`config.mk`:
```
export PLATFORM = sky130hd
export DESIGN_NAME = rx_data_sampler_flat
export DESIGN_NICKNAME = d
export VERILOG_FILES = /design/src/rtl/rx_data_sampler_if.sv /design/src/rtl/rx_data_sampler.sv /design/src/flat_wrapper.sv
export SDC_FILE = /design/constraint.sdc
export NUM_CORES = 1
export LEC_CHECK = 0
export BUFFER_PORTS_ARGS = -buffer_cell sky130_fd_sc_hd__buf_2
export CORE_MARGIN = 5
export CORE_UTILIZATION = 50
export CTS_BUF_LIST = sky130_fd_sc_hd__clkbuf_8
export DETAILED_ROUTE_END_ITERATION = 12
export PLACE_DENSITY = 0.82
export SLEW_MARGIN = 30
export SYNTH_ARGS = -nofsm -noshare
export SYNTH_HDL_FRONTEND = slang
export SYNTH_SLANG_ARGS = --single-unit
```
`constraint.sdc`:
```
create_clock -name clk -period 3.1 [get_ports clk]
set_input_delay 0.31 -clock clk [delete_from_list [all_inputs] [get_ports clk]]
set_output_delay 0.31 -clock clk [all_outputs]
set_load 0.02 [all_outputs]
```
`src/rtl/rx_data_sampler_if.sv`:
```
// Signal bundle between the RX FSM side and the data sampler.
// Control and serial line flow in; counters, vote and data flow out.
interface rx_data_sampler_if #(
  parameter int DATA_W     = 8,
  parameter int PRESCALE_W = 6,
  parameter int EDGE_W     = 5
);
  logic                  RX_IN;
  logic [PRESCALE_W-1:0] Prescale;
  logic                  cnt_en;
  logic                  smp_en;
  logic                  deser_en;
  logic [EDGE_W-1:0]     edge_cnt;
  logic [3:0]            bit_cnt;
  logic                  sampled_bit;
  logic                  smp_done;
  logic [DATA_W-1:0]     P_DATA;

  modport master (
    output RX_IN, Prescale, cnt_en, smp_en, deser_en,
    input  edge_cnt, bit_cnt, sampled_bit, smp_done, P_DATA
  );

  modport slave (
    input  RX_IN, Prescale, cnt_en, smp_en, deser_en,
    output edge_cnt, bit_cnt, sampled_bit, smp_done, P_DATA
  );
endinterface

```
`src/rtl/rx_data_sampler.sv`:
```
// UART RX front end: oversample/bit counters, three-point
// majority vote and LSB-first deserializer.
module rx_data_sampler #(
  parameter int DATA_W     = 8,
  parameter int PRESCALE_W = 6,
  parameter int EDGE_W     = 5
) (
  input logic               clk,
  input logic               RST,
  rx_data_sampler_if.slave  bus
);
  localparam logic [PRESCALE_W-1:0] ONE = PRESCALE_W'(1);

  logic [EDGE_W-1:0] edge_q, edge_d;
  logic [3:0]        bit_q, bit_d;
  logic              s0_q, s0_d;
  logic              s1_q, s1_d;
  logic              smp_q, smp_d;
  logic              done_q, done_d;
  logic [DATA_W-1:0] pdata_q, pdata_d;

  logic [PRESCALE_W-1:0] edge_w;
  logic [PRESCALE_W-1:0] half;
  logic                  at_last;
  logic                  at_h0;
  logic                  at_h1;
  logic                  at_h2;
  logic                  smp_go;
  logic                  vote;

  assign edge_w  = PRESCALE_W'(edge_q);
  assign half    = bus.Prescale >> 1;
  assign at_last = edge_w == bus.Prescale - ONE;
  assign at_h0   = edge_w == half - ONE;
  assign at_h1   = edge_w == half;
  assign at_h2   = edge_w == half + ONE;

  // Sampling follows the counters: a dropped cnt_en
  // abandons the window so no late pulse leaks out.
  assign smp_go = bus.cnt_en & bus.smp_en;
  assign vote   = (s0_q & s1_q) | (s0_q & bus.RX_IN)
                | (s1_q & bus.RX_IN);

  always_comb begin
    edge_d  = edge_q;
    bit_d   = bit_q;
    s0_d    = s0_q;
    s1_d    = s1_q;
    smp_d   = smp_q;
    done_d  = 1'b0;
    pdata_d = pdata_q;

    if (!bus.cnt_en) begin
      edge_d = '0;
      bit_d  = '0;
    end else if (at_last) begin
      edge_d = '0;
      bit_d  = bit_q + 4'd1;
    end else begin
      edge_d = edge_q + EDGE_W'(1);
    end

    if (smp_go) begin
      if (at_h0) s0_d = bus.RX_IN;
      if (at_h1) s1_d = bus.RX_IN;
      if (at_h2) begin
        smp_d  = vote;
        done_d = 1'b1;
      end
    end

    if (done_q && bus.deser_en)
      pdata_d = {smp_q, pdata_q[DATA_W-1:1]};
  end

  always_ff @(posedge clk) begin
    if (RST) begin
      edge_q  <= '0;
      bit_q   <= '0;
      s0_q    <= 1'b1;
      s1_q    <= 1'b1;
      smp_q   <= 1'b1;
      done_q  <= 1'b0;
      pdata_q <= '0;
    end else begin
      edge_q  <= edge_d;
      bit_q   <= bit_d;
      s0_q    <= s0_d;
      s1_q    <= s1_d;
      smp_q   <= smp_d;
      done_q  <= done_d;
      pdata_q <= pdata_d;
    end
  end

  assign bus.edge_cnt    = edge_q;
  assign bus.bit_cnt     = bit_q;
  assign bus.sampled_bit = smp_q;
  assign bus.smp_done    = done_q;
  assign bus.P_DATA      = pdata_q;
endmodule
```
`src/flat_wrapper.sv`:
```
// flat-port wrapper written by rule: the top's interface ports become plain ports
module rx_data_sampler_flat 
#(
  parameter int DATA_W     = 8,
  parameter int PRESCALE_W = 6,
  parameter int EDGE_W     = 5
)
  (clk, RST, bus_RX_IN, bus_Prescale, bus_cnt_en, bus_smp_en, bus_deser_en, bus_edge_cnt, bus_bit_cnt, bus_sampled_bit, bus_smp_done, bus_P_DATA);
  rx_data_sampler_if #(.DATA_W(DATA_W), .PRESCALE_W(PRESCALE_W), .EDGE_W(EDGE_W)) bus_i ();
  input logic clk;
  input logic RST;
  input wire logic [$bits(bus_i.RX_IN)-1:0] bus_RX_IN;
  input wire logic [$bits(bus_i.Prescale)-1:0] bus_Prescale;
  input wire logic [$bits(bus_i.cnt_en)-1:0] bus_cnt_en;
  input wire logic [$bits(bus_i.smp_en)-1:0] bus_smp_en;
  input wire logic [$bits(bus_i.deser_en)-1:0] bus_deser_en;
  output wire logic [$bits(bus_i.edge_cnt)-1:0] bus_edge_cnt;
  output wire logic [$bits(bus_i.bit_cnt)-1:0] bus_bit_cnt;
  output wire logic [$bits(bus_i.sampled_bit)-1:0] bus_sampled_bit;
  output wire logic [$bits(bus_i.smp_done)-1:0] bus_smp_done;
  output wire logic [$bits(bus_i.P_DATA)-1:0] bus_P_DATA;
  assign bus_i.RX_IN = bus_RX_IN;
  assign bus_i.Prescale = bus_Prescale;
  assign bus_i.cnt_en = bus_cnt_en;
  assign bus_i.smp_en = bus_smp_en;
  assign bus_i.deser_en = bus_deser_en;
  assign bus_edge_cnt = bus_i.edge_cnt;
  assign bus_bit_cnt = bus_i.bit_cnt;
  assign bus_sampled_bit = bus_i.sampled_bit;
  assign bus_smp_done = bus_i.smp_done;
  assign bus_P_DATA = bus_i.P_DATA;
  rx_data_sampler #(.DATA_W(DATA_W), .PRESCALE_W(PRESCALE_W), .EDGE_W(EDGE_W)) u_core (.clk(clk), .RST(RST), .bus(bus_i));
endmodule
```
==> run metrics <==
result of the run finished clean; Least-Margin Pin Slew 0.636 ns; clock tree from TritonCTS yes; peak ir drop on the vdd network ~0.33 mV; H-tree depth 1; largest buffer count on any clock path 2; portion of total power attributed to combinational logic 15.1%; post-CTS setup-driven buffer insertion count 0; max-capacitance violation count 0; Reg-to-Reg End u_core.bus.bit_cnt[2]$_SDFFE_PP0N_; number of instances in the synthesized netlist around 150; element type at the critical path end register; critical path data arrival time approximately 2.2 ns; CP Data Required Time about 3.3 ns; number of top-level pins 31; Finished Cell Area 1470 um^2; routability congestion estimate ~0.8; setup repair after global routing missed its margin false; antenna violations before repair 0; fraction of layout instances using a drive strength above 1 around a fifth; global-route usage over all layers 15.5%; number of buffers inserted by hold repair at cts 0; detailed-router iteration count before antenna repair 4; Clock Skews roughly 0.001 ns; post-synthesis cell type count 41; post-layout min period a little under 2 ns; starting density of the core between 50% and 60%; part of the Yosys area used for sequential elements about 32%; power per cell area 354 nW/um^2; worst setup path startpoint u_core.bus.edge_cnt[3]$_SDFF_PP0_; fraction of power spent switching nets 25.2%; reg2reg start u_core.bus.edge_cnt[3]$_SDFF_PP0_; Tightest Hold Check Type input pin to register; Detail Route Antenna Nets 0; share of the clock period used by the worst path 63.8%; synthesized area per cell about 8.4 um^2; nets@finish between 150 and 200; P_leak about 0.63 nW; chip height slightly above 60 um; remaining global-route overflow 0; Highest Clock Rate around 510 MHz; largest family of logic cells by synthesized area simple AND/OR/NAND/NOR gates; total via count after detailed routing about 1200; Int Pwr 390 uW; share of total power in sequential cells ~53%; critical-path maximum fanout 10; most frequent standard cell in the layout excluding fill and tap cells sky130_fd_sc_hd__buf_2; predominant post-synthesis flop cell sky130_fd_sc_hd__dfxtp_1; fraction of registers with async set/reset 0%; number of warnings printed during yosys synthesis 0; FF+latch count, synth 21; instance count after placement with tap cells included 204; detailed-route wire length per cell approximately 13 um; termination of the worst setup path u_core.bus.bit_cnt[2]$_SDFFE_PP0N_; drt drc 0; Synth Area in Simple Gates around 22%; via-per-instance ratio between 5 and 6; final number of max-transition violations 0; net count after synthesis approximately 170; wire length of the first global-routing pass roughly 4400 um; highest-count cells in the layout ignoring fill and taps sky130_fd_sc_hd__buf_2, sky130_fd_sc_hd__dfxtp_1, sky130_fd_sc_hd__a21oi_1; endpoints failing setup 0; depth of the worst register-to-register path 5; clock slew seen by the registers of the worst setup and hold paths ~0.07 ns; pin count of the biggest net entering global routing 16; EDFF count, synth 0; count of cells resized by post-cts repair 0; total area of multi-input combinational cells 801 um^2; Iteration-0 DRC Markers 45; final std cells w/o fill 208; DP Area roughly 1400 um^2; Setup TNS 0 ns; setup slack of the most critical reg-to-reg path 1.12 ns; Post-Route WL roughly 2800 um; ant diodes 0; area growth from synthesis to final layout 13.7%; Fill cells about 230; xor-xnor portion of the synthesized cell area between 10% and 20%; Synth Area in Compound Gates between 15 and 20%; mapped cell area approximately 1300 um^2; clock share of power between 30 and 40%; Synth Area in Adders between 6 and 7%; Core Footprint 2480 um^2; CTS Root Cell sky130_fd_sc_hd__clkbuf_8; x dimension of the die between 60 and 70 um; clock buffers created by TritonCTS 3; vias in the first global route about 1000; switching power 132 uW; classification of the worst setup path register to register; total number of placement rows 18; DIE AREA roughly 3700 um^2; worst rel slew slack between 50% and 60%; proportion of synthesized area in mux cells 1.55%; latest clock arrival within the worst-skew pair 0.25 ns; area occupied by registers roughly 420 um^2; number of I/O port buffers 30; Sink Count 21; Final Hold Fails 0; Setup crit start kind register; Post-DP HPWL 2230 um
power by group through the flow:
stage | clock network (mW) | registers [mW] | logic [mW]
final | 0.169 | 0.275 | 0.0786
after floorplan | 0 | 0.282 | 0.0575
after detailed placement | 0 | 0.281 | 0.0779
after CTS | 0.173 | 0.275 | 0.0782
after global routing | 0.187 | 0.275 | 0.0875
after global placement | 0 | 0.281 | 0.0744
cell usage after synthesis (2+ instances only):
cell type	count	area share (%)
sky130_fd_sc_hd__nand4_1	3	1.4
sky130_fd_sc_hd__inv_1	5	1.4
sky130_fd_sc_hd__buf_6	2	1.7
sky130_fd_sc_hd__nor2_1	10	2.9
sky130_fd_sc_hd__nand2b_1	3	1.4
sky130_fd_sc_hd__buf_1	2	0.58
sky130_fd_sc_hd__a31oi_1	2	0.97
sky130_fd_sc_hd__or4_1	2	1.2
sky130_fd_sc_hd__xor2_1	11	7.4
sky130_fd_sc_hd__nor3_1	6	2.3
sky130_fd_sc_hd__clkbuf_1	4	1.2
sky130_fd_sc_hd__xnor2_1	9	6.1
sky130_fd_sc_hd__nor3b_1	2	1.2
sky130_fd_sc_hd__o31ai_1	3	1.7
sky130_fd_sc_hd__a21oi_1	14	5.4
sky130_fd_sc_hd__nand3_1	13	5.0
sky130_fd_sc_hd__nand2_1	10	2.9
sky130_fd_sc_hd__o21ai_0	3	1.2
sky130_fd_sc_hd__ha_1	6	5.8
sky130_fd_sc_hd__mux2i_1	2	1.5
sky130_fd_sc_hd__buf_2	2	0.77
sky130_fd_sc_hd__dfxtp_1	21	32
cell type report:
| cell class | count | share of cell area [%] |
|---|---|---|
| Clock buffer | 3 | 2.80 |
| Tap cell | 30 | 2.55 |
| Multi-Input combinational cell | 118 | 54.4 |
| Sequential cell | 21 | 28.5 |
| Clock inverter | 1 | 0.255 |
| Inverter | 5 | 1.27 |
| Timing Repair Buffer | 30 | 10.2 |
per-stage QoR:
step / hold WS [ns] / power (mW) / util [%] / setup WS, ns
after CTS: 0.330 / 0.526 / 59.4 / 1.15
after detailed placement: 0.448 / 0.359 / 57.6 / 0.919
after global routing: 0.344 / 0.550 / 59.4 / 1.03
after global placement: 0.439 / 0.355 / 57.6 / 1.02
after floorplan: 0.416 / 0.339 / - / 1.12
final: 0.335 / 0.522 / 59.4 / 1.12
critical path, stage by stage (launching register included):
cell and delay (ns):
sky130_fd_sc_hd__dfxtp_1 0.58, sky130_fd_sc_hd__xnor2_1 0.15, sky130_fd_sc_hd__xnor2_1 0.15, sky130_fd_sc_hd__or2_0 0.33
sky130_fd_sc_hd__or4_1 0.53, sky130_fd_sc_hd__a21oi_1 0.16
kinds of logic after synthesis:
kind of cell	after synthesis
compound gates	33
fa+ha+maj	7
mux	2
simple gates	56
xor+xnor	20
flops	21
buf+inv	15
worst min-delay path by stage:
| stage | slack [ns] | depth (start not counted) | from | to |
|---|---|---|---|---|
| 5_1_grt | 0.34 | 2 | bus_RX_IN | u_core.s1_q$_SDFFE_PP1P_ |
| 3_3_place_gp | 0.44 | 2 | u_core.bus.P_DATA[0]$_SDFFE_PP0P_ | u_core.bus.P_DATA[0]$_SDFFE_PP0P_ |
| 2_1_floorplan | 0.42 | 1 | RST | u_core.s1_q$_SDFFE_PP1P_ |
| 3_5_place_dp | 0.45 | 2 | u_core.bus.P_DATA[0]$_SDFFE_PP0P_ | u_core.bus.P_DATA[0]$_SDFFE_PP0P_ |
| 4_1_cts | 0.33 | 2 | bus_RX_IN | u_core.s1_q$_SDFFE_PP1P_ |
| 6_report | 0.34 | 2 | bus_RX_IN | u_core.s1_q$_SDFFE_PP1P_ |
sequential cells by signal, summed over array words and instances, names as in the netlist:
| register | count |
|---|---|
| u_core.bus.sampled_bit | 1 |
| u_core.bus.P_DATA | 8 |
| u_core.s0_q | 1 |
| u_core.bus.edge_cnt | 5 |
| u_core.bus.smp_done | 1 |
| u_core.bus.bit_cnt | 4 |
| u_core.s1_q | 1 |
per-layer routing:
layer	global-route usage, %	vias to the layer above	share of wire [%]
met4	5.57	0	0.89
met2	28.1	39	51
li1	-	593	-
met5	0	-	0
met1	17.3	555	42
met3	4.26	4	6.1
Power figures use the tool's default switching activity.
